--- src/rtl/uart_word_tx.sv ---
// Buffers 32-bit debug words and sends each one to the UART as NBYTES bytes, least significant byte first.
// Latency: a word accepted into an empty FIFO while idle is popped on the next edge, and tx_start is high the cycle after that.
// Backpressure: word_ready drops when the FIFO is full, words offered then are dropped and set the sticky overflow flag.
// Define UART_WORD_CHECKSUM_EN to send an extra XOR checksum byte after each word.
module uart_word_tx #(
   parameter int NBITS      = 8,
   parameter int WORD_BITS  = 32,
   parameter int FIFO_DEPTH = 4
) (
   input  logic                          CLK_100MHZ,
   input  logic                          reset,
   input  logic                          word_valid,
   input  logic [WORD_BITS-1:0]          word_in,
   output logic                          word_ready,
   output logic                          tx_start,
   output logic [NBITS-1:0]              tx_data,
   input  logic                          tx_done_tick,
   output logic                          busy,
   output logic [$clog2(FIFO_DEPTH):0]   fifo_count,
   output logic                          overflow
);

   localparam int NBYTES = WORD_BITS / NBITS;
   localparam int AW     = $clog2(FIFO_DEPTH);
   localparam int BW     = (NBYTES > 1) ? $clog2(NBYTES) : 1;
   localparam logic [BW-1:0] LAST_IDX = BW'(NBYTES - 1);
   localparam logic [AW:0]   FULL_CNT = (AW + 1)'(FIFO_DEPTH);

`ifdef UART_WORD_CHECKSUM_EN
   // CHK issues the checksum tx_start pulse; CHK_WAIT waits for that byte to leave the UART.
   typedef enum logic [2:0] {IDLE, SEND, WAIT, CHK, CHK_WAIT} state_t;
`else
   typedef enum logic [1:0] {IDLE, SEND, WAIT} state_t;
`endif

   state_t                 state_q, state_d;
   logic [WORD_BITS-1:0]   sh_q, sh_d;
   logic [BW-1:0]          idx_q, idx_d;
   logic [WORD_BITS-1:0]   mem_q [FIFO_DEPTH];
   logic [AW-1:0]          wr_ptr_q, rd_ptr_q;
   logic [AW:0]            cnt_q;
   logic                   ovf_q;
   logic                   full, empty, push, pop;

`ifdef UART_WORD_CHECKSUM_EN
   logic [NBITS-1:0]       csum_q, csum_d;

   function automatic logic [NBITS-1:0] xor_bytes(input logic [WORD_BITS-1:0] w);
      logic [NBITS-1:0] r;
      r = '0;
      for (int i = 0; i < NBYTES; i++) begin
         r = r ^ w[i*NBITS +: NBITS];
      end
      return r;
   endfunction
`endif

   assign full       = (cnt_q == FULL_CNT);
   assign empty      = (cnt_q == '0);
   // Acceptance looks only at the registered count, so a same-cycle pop never frees room for a push.
   assign push       = word_valid && !full;
   assign word_ready = !full;
   assign tx_data    = sh_q[NBITS-1:0];
   assign busy       = (state_q != IDLE) || !empty;
   assign fifo_count = cnt_q;
   assign overflow   = ovf_q;

   // FIFO storage write (no reset needed: occupancy is tracked by the pointers)
   always_ff @(posedge CLK_100MHZ) begin
      if (push) begin
         mem_q[wr_ptr_q] <= word_in;
      end
   end

   // FIFO pointers, occupancy count and sticky overflow flag
   always_ff @(posedge CLK_100MHZ) begin
      if (reset) begin
         wr_ptr_q <= '0;
         rd_ptr_q <= '0;
         cnt_q    <= '0;
         ovf_q    <= 1'b0;
      end else begin
         if (push) wr_ptr_q <= wr_ptr_q + AW'(1);
         if (pop)  rd_ptr_q <= rd_ptr_q + AW'(1);
         case ({push, pop})
            2'b10:   cnt_q <= cnt_q + (AW + 1)'(1);
            2'b01:   cnt_q <= cnt_q - (AW + 1)'(1);
            default: cnt_q <= cnt_q;
         endcase
         if (word_valid && full) ovf_q <= 1'b1;
      end
   end

   // Serialiser state register
   always_ff @(posedge CLK_100MHZ) begin
      if (reset) begin
         state_q <= IDLE;
         sh_q    <= '0;
         idx_q   <= '0;
`ifdef UART_WORD_CHECKSUM_EN
         csum_q  <= '0;
`endif
      end else begin
         state_q <= state_d;
         sh_q    <= sh_d;
         idx_q   <= idx_d;
`ifdef UART_WORD_CHECKSUM_EN
         csum_q  <= csum_d;
`endif
      end
   end

   // Serialiser next state: pop a word, pulse tx_start per byte, advance on each done tick
   always_comb begin
      state_d  = state_q;
      sh_d     = sh_q;
      idx_d    = idx_q;
      pop      = 1'b0;
      tx_start = 1'b0;
`ifdef UART_WORD_CHECKSUM_EN
      csum_d   = csum_q;
`endif
      case (state_q)
         IDLE: begin
            if (!empty) begin
               pop     = 1'b1;
               sh_d    = mem_q[rd_ptr_q];
               idx_d   = '0;
`ifdef UART_WORD_CHECKSUM_EN
               csum_d  = xor_bytes(mem_q[rd_ptr_q]);
`endif
               state_d = SEND;
            end
         end
         SEND: begin
            tx_start = 1'b1;
            state_d  = WAIT;
         end
         WAIT: begin
            if (tx_done_tick) begin
               if (idx_q != LAST_IDX) begin
                  sh_d    = sh_q >> NBITS;
                  idx_d   = idx_q + BW'(1);
                  state_d = SEND;
               end else begin
`ifdef UART_WORD_CHECKSUM_EN
                  // Checksum goes out through the same shift register so tx_data needs no extra mux.
                  sh_d    = WORD_BITS'(csum_q);
                  state_d = CHK;
`else
                  state_d = IDLE;
`endif
               end
            end
         end
`ifdef UART_WORD_CHECKSUM_EN
         CHK: begin
            tx_start = 1'b1;
            state_d  = CHK_WAIT;
         end
         CHK_WAIT: begin
            if (tx_done_tick) state_d = IDLE;
         end
`endif
         default: state_d = IDLE;
      endcase
   end

endmodule

--- config.mk ---
export PLATFORM = sky130hd
export DESIGN_NAME = uart_word_tx
export DESIGN_NICKNAME = d
export VERILOG_FILES = /design/src/rtl/uart_word_tx.sv
export SDC_FILE = /design/constraint.sdc
export NUM_CORES = 1
export LEC_CHECK = 0
export ABC_AREA = 1
export CAP_MARGIN = 20
export CORE_MARGIN = 5
export CORE_UTILIZATION = 44
export DETAILED_ROUTE_END_ITERATION = 6
export PLACE_DENSITY_LB_ADDON = 0.2
export SLEW_MARGIN = 15
export SYNTH_ARGS = -nofsm -noshare
export SYNTH_HDL_FRONTEND = slang
export SYNTH_SLANG_ARGS = --single-unit
--- constraint.sdc ---
create_clock -name CLK_100MHZ -period 3.61 [get_ports CLK_100MHZ]
set_input_delay 0.722 -clock CLK_100MHZ [delete_from_list [all_inputs] [get_ports CLK_100MHZ]]
set_output_delay 0.722 -clock CLK_100MHZ [all_outputs]
set_load 0.1 [all_outputs]
* Word-level counts from Yosys, hierarchy flattened
Memories as Yosys holds them, arrays and structs flattened. A register that Yosys moved wholly into a read port is not among the register bits. Index checks and enable logic that the tools add are counted.
Cells by class: multiplexer cells 20, equal/unequal tests 9, reduce and logical (&&, ||, !) cells 12, add/subtract/negate cells 5
Operator list (count):
- $mux W32 | 3
- $pmux W32 S2 | 1
- $mux W2 | 7
- $ne A2 B2 Y1 const B | 4
- $add A2 B1 Y2 const B | 3
- $mux W1 | 6
- $pmux W2 S3 | 1
- $pmux W3 S2 | 1
- $reduce_bool A2 Y1 | 3
- $eq A2 B1 Y1 const B | 2
- $eq A2 B2 Y1 const B | 2
- $pmux W2 S2 | 1
- $reduce_and A4 Y1 | 1
- $add A3 B1 Y3 const B | 1
- $eq A3 B3 Y1 const B | 1
- $logic_not A3 Y1 | 1
- $sub A3 B1 Y3 const B | 1
- $logic_and A1 B1 Y1 | 2
- $logic_not A1 Y1 | 2
- $logic_not A2 Y1 | 1
- $reduce_and A2 Y1 | 1
- $logic_or A1 B1 Y1 | 1
Storage, ports and cells: logic and storage cells 54, bits in writable memories 128, register bits after elaboration 44, output and inout bits 15, memories 1, bits of input ports 36
Memories:
- mem_q | words 4, width 32, rd ports 1, clocked after Yosys merged registers in 1, write ports 1, line 39 | logic [WORD_BITS-1:0] mem_q [FIFO_DEPTH];

* Longest topological paths before layout
Gate-level depths: netlist (run 1).
depth in word-level cells 5, depth in mapped cells 12, gate-level depth less buffers 12

* Worst setup path after synthesis (run 1)
Ideal clock, no wire load.
path kind reg2reg, from register cnt_q[0] (netlist: fifo_count[0]), to memory mem_q[0][0] (enable), arrival time 3.605 ns, stages on the path, launching flop included 5, period minus slack after synthesis 4.026 ns, path slack -0.416 ns, data required time 3.189 ns, setup time 0.421 ns, cell sequence dfxtp_1 > nor2_2 > nand2_1 > nand2_1 > nor2_1
Between the ends: longest elaborated chain between the ends 5
RTL lines:
- start: declaration | line 41 | logic [AW:0] cnt_q;
- start signal: assignment | line 86 | 2'b10: cnt_q <= cnt_q + (AW + 1)'(1);
- start signal: assignment | line 87 | 2'b01: cnt_q <= cnt_q - (AW + 1)'(1);
- start signal: assignment | line 88 | default: cnt_q <= cnt_q;
- $eq A3 B3 Y1 | line 58 | assign full = (cnt_q == FULL_CNT);
- $logic_not A1 Y1
- net word_ready | line 14 | output logic word_ready,
- $logic_and A1 B1 Y1 | line 61 | assign push = word_valid && !full;
- $mux W1 | line 70 | if (push) begin
- $mux W1 (implied by the code) | line 71 | mem_q[wr_ptr_q] <= word_in;
- end: declaration | line 39
The timed path passes the listed nets, and every way through them passes these cells.

* Final worst setup path (run 1)
from register cnt_q[2] (netlist: fifo_count[2]), to output port fifo_count[2]
RTL lines:
- end: declaration | line 19 | output logic [$clog2(FIFO_DEPTH):0] fifo_count,
No word-level cell between the ends.

==> results of run 1 <==
==> tightest hold or removal path, delay by kind of cell, from the launching register on <==
kind | cells | cell delay [ns]
flip-flops | 1 | 0.31
buffers and inverters | 1 | 0.05
AO/OA/AOI/OAI | 1 | 0.05
==> final timing paths <==
kind	startpoint	to	slack (ns)	cells past startpoint
setup reg to reg	fifo_count[0]$_SDFFE_PP0P_	fifo_count[2]$_SDFFE_PP0P_	1.52	10
setup / recovery	fifo_count[2]$_SDFFE_PP0P_	fifo_count[2]	0.91	1
hold / removal	overflow$_SDFFE_PP0P_	overflow$_SDFFE_PP0P_	0.45	2
hold reg to reg	overflow$_SDFFE_PP0P_	overflow$_SDFFE_PP0P_	0.45	2
==> report_power, final <==
group | switching [W] | leakage [nW] | total [W] | internal [W]
logic | 0.00206 | 1.68 | 0.00284 | 0.000778
clock network | 0.000749 | 0.291 | 0.00191 | 0.00116
registers | 0.000127 | 1.55 | 0.00262 | 0.00249
total | 0.00294 | 3.53 | 0.00737 | 0.00443
==> layout make-up <==
type	count	area [um^2]
Multi-Input combinational cell	469	2070
Inverter	80	300
Timing Repair Buffer	60	581
Sequential cell	174	4770
Clock buffer	18	429
Fill cell	1479	7910
Clock inverter	14	191
Tap cell	220	275
==> cells by family after synthesis <==
kind of cell / count (synthesis)
compound gates: 52
xor+xnor: 1
fa+ha+maj: 7
buf+inv: 126
flops: 174
simple gates: 409
==> per-stage QoR <==
| stage | std cells | total power, W | worst slack [ns] | util, % |
|---|---|---|---|---|
| 3_3_place_gp | 1002 | 0.00546 | 1.07 | 48.3 |
| 3_5_place_dp | 1002 | 0.00550 | 0.987 | 48.3 |
| 2_1_floorplan | 769 | 0.00488 | -0.416 | - |
| 4_1_cts | 1034 | 0.00742 | 0.897 | 52.0 |
| 5_1_grt | 1035 | 0.00785 | 0.837 | 52.1 |
| 6_report | 1035 | 0.00737 | 0.912 | 52.1 |
==> flip-flops by register name (all words and copies together) (netlist names), named ones only <==
name / cells
idx_q: 2
sh_q: 32
mem_q: 128
wr_ptr_q: 2
overflow: 1
state_q: 2
rd_ptr_q: 2
fifo_count: 3
==> per-layer routing <==
layer  vias up  global-route usage (%)  wire (um)
met2       113                    27.2       7670
met3        25                    3.77        741
met5         -                       0          0
met4         0                    6.73        392
met1      2436                    22.0       6910
li1       2555                       -          -
==> layout by cell type (no fill, tap or decap), types with 7 or more instances in the layout <==
cell type / synthesis / final
nor2_1: 79 / 75
dfxtp_1: 46 / 45
o21ai_0: 7 / 7
a21oi_1: 44 / 44
nand2_1: 259 / 259
clkdlybuf4s50_1: 0 / 47
nand4_1: 25 / 25
buf_4: 11 / 12
nand3_1: 42 / 42
clkbuf_16: 0 / 17
edfxtp_1: 128 / 128
inv_1: 78 / 77
==> results.cfg, run 1 <==
[global_routing]
grt_max_degree = 65
grtUsageTotal_pct = 16.8
grt_overflow = 0
antenna_found_initial = 0
grt_pass1_wl_mm = 25.5
grt_pass1_vias = 4912

[die]
die_area_mm2 = 0.0195
die_height_um = 140
io_pins = 51
core_mm2 = 0.0165
die_w_um = 140
start_util_pct = 44.7
row_count = 47

[clock_tree]
cts_setup_buffers = 0
root_buffer = clkbuf_16
clock-sinks = 174
ctsHoldBuffers = 0
path_clk_slew_ns = 0.07
htreeDepth = 4
cts_tree = built
cts_made_buffers = 17
cts_resized = 0
cts.path.max_buffers = 2
clk_latency_ns = 0.42

[setup_path]
cp_data_arrival_time_ns = 1.98
crit_family = buffers and inverters
startpoint_type = flop
path_class = flop to primary output
critical_path_required_ns = 2.89
cpPeakStageDelay_ns = 1.16
cp_cell_sequence = clkdlybuf4s50_1
crit_buf_inv = 1
path_max_fanout = 4
end_kind = primary output
worst_path_max_delay_cell = clkdlybuf4s50_1

[synthesis]
yosysTopAreaCell = edfxtp_1
synth.distinct_cells = 23
synthArstFlopShare_pct = 0
yosys_register_bits = 174
synth_area_per_cell_um2 = 9.61
synthTopCellsByArea = edfxtp_1 52%, nand2_1 13%, dfxtp_1 12%
syn_area_mm2 = 0.00739
synth_nets = 812
synth_top_family_by_area = simple AND/OR/NAND/NOR gates
synthTopCellsByCount = 259 x nand2_1, 128 x edfxtp_1, 79 x nor2_1
synth_xor_area_share_pct = 0.119
synth-edff-count = 128
synth.area.mux_share_pct = 0
synthFlopType = edfxtp_1
synthSimpleGateAreaFrac_pct = 22.9
ys_seq_area_share_pct = 64.5
yosys_warnings = 0
synthDominantCellAreaShare_pct = 52.0
yosysMostFrequentCell = nand2_1
synth_compound_area_share_pct = 3.68
synthCells = 769
synth_fa_ha_area_share_pct = 1.29

[timing]
slew_viol_final = 0
report.final.setup_viol = 0
hold_viol_final = 0
rsz0062_at_grt = false
finalCritPeriodShare_pct = 74.7
post-route-min-period_ns = 2.70
whs_ns = 0.452
max_freq_ghz = 0.371
finClkSkew_ns = 0.00657
worstMarginPinSlew_ns = 0.982
tns_ns = 0
slew_headroom_pct = 34.3

[route]
drt_pass1_iterations = 4
route.vias.total = 5129
drtIter0Drc = 386
wirelength_mm = 15.7
routedWlPerCell_um = 15.2
drc = 0
viasPerCell = 4.96
ant_nets = 0

[finish]
nets = 845
fin_area_mm2 = 0.00862
antenna_cells = 0
area_delta_synth_final_pct = 16.6
drive_gt1_share_pct = 6.87

[hold_path]
hold_class = flop to flop

[placement]
hpwl_mm = 9.17
port_buffers = 50
finalWeightedCongestion = 0.761
dpl-instance-area_mm2 = 0.00798

[power_and_ir_drop]
powerDensity_mw_per_mm2 = 855
p_leak_nw = 3.53
ir_drop_mv = 0.542

[job]
max_cap_viol_count = 0

[status]
status = finished, final reports clean
(Power assumes the default switching activity.)
==> run 2, diff against run 1 <==
==> constraint.sdc (replaced) <==
create_clock -name CLK_100MHZ -period 2.58 [get_ports CLK_100MHZ]
set_input_delay 0.516 -clock CLK_100MHZ [delete_from_list [all_inputs] [get_ports CLK_100MHZ]]
set_output_delay 0.516 -clock CLK_100MHZ [all_outputs]
set_load 0.1 [all_outputs]
==> results.cfg, run 2 (synthesis results as in run 1) <==
[status]
status = finished, final reports clean

[setup_path]
cpPeakStageDelay_ns = 0.38
cp_cell_sequence = inv_1, nand2_1, nand2_1, inv_2, ha_1, inv_1, fa_1, nand2_1, nand3_1, o21ai_0, a21oi_1
worst_path_max_delay_cell = dfxtp_2
crit_buf_inv = 3
end_kind = flop
path_common_cell = nand2_1
startpoint_type = flop
critical_path_required_ns = 2.89
path_max_fanout = 10
path_class = flop to flop
crit_family = adder cells
cp_data_arrival_time_ns = 2.38

[timing]
finClkSkew_ns = 0.00830
report.final.setup_viol = 0
slew_viol_final = 0
hold_viol_final = 0
rsz0062_at_grt = false
max_freq_ghz = 0.482
finalCritPeriodShare_pct = 80.5
slew_headroom_pct = 49.5
worstMarginPinSlew_ns = 0.757
tns_ns = 0
post-route-min-period_ns = 2.08

[finish]
drive_gt1_share_pct = 9.70
final_cells = 1045
antenna_cells = 0
fin_area_mm2 = 0.00866
layout_common_cells = 257 x nand2_1, 128 x edfxtp_1, 78 x inv_1, 75 x nor2_1, 44 x a21oi_1
area_delta_synth_final_pct = 17.3
regMostFlops = mem_q
final_common_cell = nand2_1
largest_register_ffs = 128
nets = 855

[clock_tree]
clk_latency_ns = 0.43
cts_made_buffers = 17
root_buffer = clkbuf_16
cts_setup_buffers = 0
path_clk_slew_ns = 0.06
htreeDepth = 4
ctsHoldBuffers = 0
cts.path.max_buffers = 2
clock-sinks = 174
cts_tree = built
cts_resized = 0

[die]
start_util_pct = 44.7
row_count = 47
die_height_um = 140
io_pins = 51
die_w_um = 140
core_mm2 = 0.0165
die_area_mm2 = 0.0195

[route]
ant_nets = 0
viasPerCell = 4.88
route.vias.total = 5101
wirelength_mm = 15.8
drt_pass1_iterations = 4
drtIter0Drc = 324
routedWlPerCell_um = 15.1
drc = 0

[power_and_ir_drop]
intPower_w = 0.00599
pwr-share-clk_pct = 23.4
combPwrFrac_pct = 40.0
powerDensity_mw_per_mm2 = 1170
ir_drop_mv = 0.667
seqPwrFrac_pct = 36.5
power_switching_share_pct = 40.8
power.switching_w = 0.00413
p_leak_nw = 3.58

[global_routing]
grt_overflow = 0
antenna_found_initial = 0
grtUsageTotal_pct = 16.9
grt_pass1_vias = 4928
grt_pass1_wl_mm = 25.8
grt_max_degree = 65

[placement]
hpwl_mm = 9.96
dpl.cell_count = 1013
port_buffers = 50
dpl-instance-area_mm2 = 0.00811
finalWeightedCongestion = 0.849

[job]
max_cap_viol_count = 0

[hold_path]
hold_class = flop to flop
[run 2: cell count changes in the layout (fill, tap and decap cells not counted), sizes merged]
cell           change
clkinvlp           +2
clkdlybuf4s50     -12
bufinv             -3
clkbuf             +1
buf               +22
[run 2: through the flow]
stage	total power [W]	util [%]	setup slack, ns	hold WS (ns)
after floorplan	0.00686	-	0.104	0.433
after global placement	0.00775	49.1	0.354	0.439
after detailed placement	0.00783	49.1	0.375	0.452
after CTS	0.0102	52.4	0.477	0.461
after global routing	0.0109	52.4	0.379	0.484
final	0.0101	52.4	0.503	0.458
[run 2: layout make-up]
class,instances,area [um^2]
Sequential cell,174,4770
Clock buffer,19,433
Inverter,80,300
Multi-Input combinational cell,469,2100
Fill cell,1474,7860
Clock inverter,13,118
Tap cell,220,275
Timing Repair Buffer,70,663
[run 2: worst min-delay path: cells and delay by family, from the launching register on]
kind / cells / cell delay [ns]
buf+inv: 1 / 0.05
flops: 1 / 0.31
compound gates: 1 / 0.05
[run 2: metal layers]
layer	GRT usage, %	vias up	wire, um	part of all wire, %
li1	-	2570	-	-
met3	3.98	16	702	4.4
met5	0	-	0	0
met4	4.59	0	190	1.2
met2	28.9	94	7810	49
met1	21.7	2421	7130	45
[run 2: worst paths after layout]
check	endpoint	slack, ns	cells after the start	start
setup / recovery	fifo_count[2]$_SDFFE_PP0P_	0.50	11	fifo_count[2]$_SDFFE_PP0P_
hold / removal	overflow$_SDFFE_PP0P_	0.46	2	overflow$_SDFFE_PP0P_
setup reg to reg	fifo_count[2]$_SDFFE_PP0P_	0.50	11	fifo_count[2]$_SDFFE_PP0P_
hold reg to reg	overflow$_SDFFE_PP0P_	0.46	2	overflow$_SDFFE_PP0P_
[run 2: power by group through the flow]
stage,clock network (W),registers [W],logic [W]
floorplan,0,0.00385,0.00301
global placement,0,0.00374,0.00401
detailed placement,0,0.00376,0.00407
CTS,0.00242,0.00370,0.00410
global route,0.00256,0.00374,0.00455
finish,0.00237,0.00370,0.00405
==> run 3, diff against run 2 <==
==> constraint.sdc (replaced) <==
create_clock -name CLK_100MHZ -period 1.8 [get_ports CLK_100MHZ]
set_input_delay 0.36 -clock CLK_100MHZ [delete_from_list [all_inputs] [get_ports CLK_100MHZ]]
set_output_delay 0.36 -clock CLK_100MHZ [all_outputs]
set_load 0.1 [all_outputs]
==> results.cfg, run 3 (synthesis results as in run 1) <==
[clock_tree]
htreeDepth = 4
cts.path.max_buffers = 2
clock-sinks = 174
root_buffer = clkbuf_16
cts_tree = built
clk_latency_ns = 0.43
cts_made_buffers = 17
path_clk_slew_ns = 0.06

[global_routing]
grt_pass1_wl_mm = 27.2
grtUsageTotal_pct = 17.7
grt_pass1_vias = 5351
antenna_found_initial = 0
grt_overflow = 0
grt_max_degree = 65

[status]
violations = negative setup slack
status = complete, but fails checks

[route]
viasPerCell = 4.88
route.vias.total = 5191
ant_nets = 0
drt_pass1_iterations = 5
wirelength_mm = 16.6
drc = 0
routedWlPerCell_um = 15.6
drtIter0Drc = 369

[finish]
regArea_mm2 = 0.00478
final_common_cell = nand2_1
area_delta_synth_final_pct = 24.2
fin_area_mm2 = 0.00917
antenna_cells = 0
fillers = 1444
largest_register_ffs = 128
multi_input_area_mm2 = 0.00217
nets = 874
drive_gt1_share_pct = 13.0
regMostFlops = mem_q
final_cells = 1064
layout_common_cells = 255 x nand2_1, 128 x edfxtp_1, 75 x inv_1, 73 x nor2_1, 44 x a21oi_1

[timing]
tns_ns = -0.00469
slew_headroom_pct = 72.3
report.final.setup_viol = 1
hold_viol_final = 0
finalWorstSetupSlack_ns = -0.00469
finalCritPeriodShare_pct = 100
worstMarginPinSlew_ns = 0.416
finClkSkew_ns = 0.0101
slew_viol_final = 0
post-route-min-period_ns = 1.80
rsz0062_at_grt = true
max_freq_ghz = 0.554

[power_and_ir_drop]
power.switching_w = 0.00624
ir_drop_mv = 0.776
p_leak_nw = 3.77
powerDensity_mw_per_mm2 = 1690
intPower_w = 0.00930
seqPwrFrac_pct = 34.6
combPwrFrac_pct = 44.0
pwr-share-clk_pct = 21.4
power_switching_share_pct = 40.2

[placement]
dpl.cell_count = 1024
dpl-instance-area_mm2 = 0.00854
port_buffers = 50
finalWeightedCongestion = 0.830
hpwl_mm = 10.7

[die]
die_w_um = 140
die_height_um = 140
row_count = 47
start_util_pct = 44.7
die_area_mm2 = 0.0195
core_mm2 = 0.0165
io_pins = 51

[hold_path]
hold_class = flop to flop

[setup_path]
path_max_fanout = 5
critical_path_required_ns = 1.44
startpoint_type = flop
path_class = flop to primary output
end_kind = primary output
cp_data_arrival_time_ns = 1.44

[job]
max_cap_viol_count = 0
-- run 3: changes by cell type in the layout (fill, tap and decap cells not counted), moves of 3 or more --
| cell | delta |
|---|---|
| buf_12 | +24 |
| buf_4 | -6 |
| clkinv_2 | +3 |
| clkinv_4 | +3 |
| clkinvlp_4 | -5 |
| dfxtp_2 | -3 |
| dfxtp_4 | +3 |
| inv_1 | -3 |
-- run 3: per-stage QoR --
stage	util, %	power, W	hold WS [ns]	setup WS [ns]
after floorplan	-	0.00994	0.429	-0.148
after detailed placement	51.7	0.0121	0.454	-0.157
after global placement	51.7	0.0120	0.456	-0.130
after global routing	55.5	0.0166	0.498	-0.102
after CTS	55.1	0.0155	0.469	0.00725
final	55.5	0.0155	0.466	-0.00469
-- run 3: timing repair --
action	in CTS	in global routing
gates cloned	0	0
setup endpoints to repair	1	3
buffers inserted	1	7
gates resized for setup	2	6
hold buffers	0	0
pin swaps	1	6
-- run 3: metal layers --
layer,GRT usage (%),wire (um),part of all wire (%),vias up
met1,22.6,7620,46,2427
met2,29.6,7980,48,126
li1,-,-,-,2610
met3,4.08,731,4.4,28
met4,6.78,279,1.7,0
met5,0,0,0,-
-- run 3: critical path: stages, from the launching register on --
cell and delay [ns]:
dfxtp_4 0.36, nor2_4 0.17, buf_4 0.15, nand3_4 0.13, buf_12 0.21
-- run 3: area by class of cell --
class	instances	area share (%)
multi-input cells	469	23.7
well taps	220	3.00
repair buffers	89	12.1
clock inverters	12	0.955
flip-flops and latches	174	52.1
inverters	80	3.30
clock buffers	20	4.87
-- run 3: path summary, 6_finish.rpt --
kind	start	to	slack [ns]	cells past startpoint
worst max-delay path	fifo_count[1]$_SDFFE_PP0P_	busy	-0.005	4
worst min-delay path	sh_q[30]$_SDFFE_PP0P_	sh_q[30]$_SDFFE_PP0P_	0.47	2
worst max register to register	fifo_count[1]$_SDFFE_PP0P_	fifo_count[2]$_SDFFE_PP0P_	0.02	12
worst min register to register	sh_q[30]$_SDFFE_PP0P_	sh_q[30]$_SDFFE_PP0P_	0.47	2
-- run 3: power groups by stage --
stage | combinational (W) | sequential [W] | clock (W)
floorplan | 0.00440 | 0.00554 | 0
global placement | 0.00653 | 0.00544 | 0
detailed placement | 0.00661 | 0.00545 | 0
CTS | 0.00673 | 0.00537 | 0.00338
global route | 0.00758 | 0.00544 | 0.00356
finish | 0.00684 | 0.00537 | 0.00332
==> variant: new RTL, config.mk and constraints of run 3 <==
`WORD_BITS`: 32 -> 16.
--- a/src/rtl/uart_word_tx.sv
+++ b/src/rtl/uart_word_tx.sv
@@ -5,5 +5,5 @@
 module uart_word_tx #(
    parameter int NBITS      = 8,
-   parameter int WORD_BITS  = 32,
+   parameter int WORD_BITS  = 16,
    parameter int FIFO_DEPTH = 4
 ) (
Ports: changed (resized word_in); port bits go from 51 to 35. No check against the original RTL was run, so the function may have changed too.
==> variant against run 3 <==
  * Cell area decreased by 46%
  * Clock skew increased by 3.2 ps
  * Largest cell class unchanged
  * Final cell count decreased by 45%
  * Via count decreased by 47%
  * Sequential cell count decreased by 81
  * Synthesized area decreased by 46%
  * Setup slack improved by 90 ps
  * Utilization increased by 1.5 points
  * Highest routed layer unchanged
  * First-iteration DRC count decreased by 59%
  * Routed wire length decreased by 54%
  * Total power decreased by 44%
==> variant: results (changes against run 3) <==
met1 usage 18.9% (was 22.6%); Nets 495 (was 874); NetSw 3.71 mW (was 6.24 mW); Slew @ Worst Pin 554 ps (was 416 ps); global-route met2 utilization 22.7% (was 29.6%); GPL Wtd Cong 0.853 (was 0.830); root buffer cell clkbuf_8 (was clkbuf_16); Synth area leaders edfxtp_1 48%, dfxtp_1 15%, nand2_1 12% (was edfxtp_1 52%, nand2_1 13%, dfxtp_1 12%); maximum number of pins on one net before global-route repair 33 (was 65); routed vias 2,743 (was 5,191); adder-cell share of the synthesized area 2.07% (was 1.29%); XOR/XNOR share of the synthesized area 0.220% (was 0.119%); list of most frequent post-synthesis cells 129 x nand2_1, 64 x edfxtp_1, 61 x inv_1 (was 259 x nand2_1, 128 x edfxtp_1, 79 x nor2_1); clk slew on worst S/H paths 100 ps (was 60 ps); Clk Latency, worst-skew pair 360 ps (was 430 ps); first-pass GRT wire length 12,700 um (was 27,200 um); leak pwr 2.12 nW (was 3.77 nW); max reg flops 64 (was 128); Synth Area in Compound Gates 4.55% (was 3.68%); total wire length 7720 um (was 16,600 um); GR Util met3 4.38% (was 4.08%); status finished, final reports clean (was finished with violations); layout cells sized above 1 17.3% (was 13.0%); vias in the first global route 2,578 (was 5,351); number of buffers added on ports 34 (was 50); Peak VDD IR 0.000831 V (was 0.000776 V); register area share after synthesis 62.8% (was 64.5%); skew final 13.4 ps (was 10.1 ps); syn nets 444 (was 812); Post-synth EDFFs 64 (was 128); # diodes 0 (unchanged); initial DRC count 152 (was 369); mux cell area share after synthesis 0% (unchanged); Netlist cell types 21 (was 23); Total Routing Usage GR 14.5% (was 17.7%); initial antenna violation count 0 (unchanged); CTS Buf Count 9 (was 17); DP HPWL 5410 um (was 10,700 um); Largest Register mem_q (unchanged); H-Tree Depth 3 (was 4)
variant: timing repair:
| item | CTS | global route |
|---|---|---|
| setup buffers | 0 | 9 |
| setup endpoints to repair | 0 | 3 |
| gates resized for setup | 0 | 1 |
| hold buffers | 0 | 0 |
variant: kinds of logic after synthesis:
kind of cell | Yosys count
AO/OA/AOI/OAI | 34
XOR/XNOR | 1
adder cells (fa/ha/maj) | 6
buffers and inverters | 84
flip-flops | 93
AND/OR/NAND/NOR | 200
variant: final cells by class:
| cell class | count | area, um^2 |
|---|---|---|
| timing repair buffer | 63 | 708 |
| tap | 108 | 135 |
| fill | 742 | 3770 |
| clock inverter | 6 | 95.1 |
| clock buffer | 9 | 124 |
| multi-input combinational | 241 | 1190 |
| sequential | 93 | 2510 |
| inverter | 61 | 231 |
variant: metal layers:
layer	up-vias	part of all wire (%)
met5	-	0
met4	0	1.8
met3	15	6.4
met2	89	47
met1	1211	45
li1	1428	-
variant: power by group through the flow:
stage / registers, mW / clock network [mW] / logic, mW
2_1_floorplan: 3.15 / 0 / 2.77
3_3_place_gp: 2.99 / 0 / 4.03
3_5_place_dp: 3.01 / 0 / 4.06
4_1_cts: 2.96 / 1.54 / 4.08
5_1_grt: 2.99 / 1.64 / 4.68
6_report: 2.95 / 1.51 / 4.28
variant: critical path, stage by stage (launching register included):
cell and delay [ps]:
dfxtp_4 370, nor2_4 230, nand2_8 90, buf_4 140
buf_12 160
variant: through the flow:
| step | total power [mW] | setup WS, ps | cell area [um^2] | utilization, % | std cells |
|---|---|---|---|---|---|
| 2_1_floorplan | 5.92 | -158 | 4070 | - | 418 |
| 3_3_place_gp | 7.02 | -126 | 4700 | 53.7 | 557 |
| 3_5_place_dp | 7.07 | -151 | 4700 | 53.7 | 557 |
| 4_1_cts | 8.58 | 23.2 | 4920 | 56.2 | 572 |
| 5_1_grt | 9.31 | -16.5 | 4990 | 57.0 | 581 |
| 6_report | 8.75 | 85.2 | 4990 | 57.0 | 581 |
variant: worst paths after layout:
kind,from,endpoint,slack (ps),cells past startpoint
worst min-delay path,fifo_count[0],fifo_count[0],470,1
worst min register to register,fifo_count[0],fifo_count[0],470,1
worst max-delay path,fifo_count[0],word_ready,90,4
worst max register to register,fifo_count[0],fifo_count[2],90,12
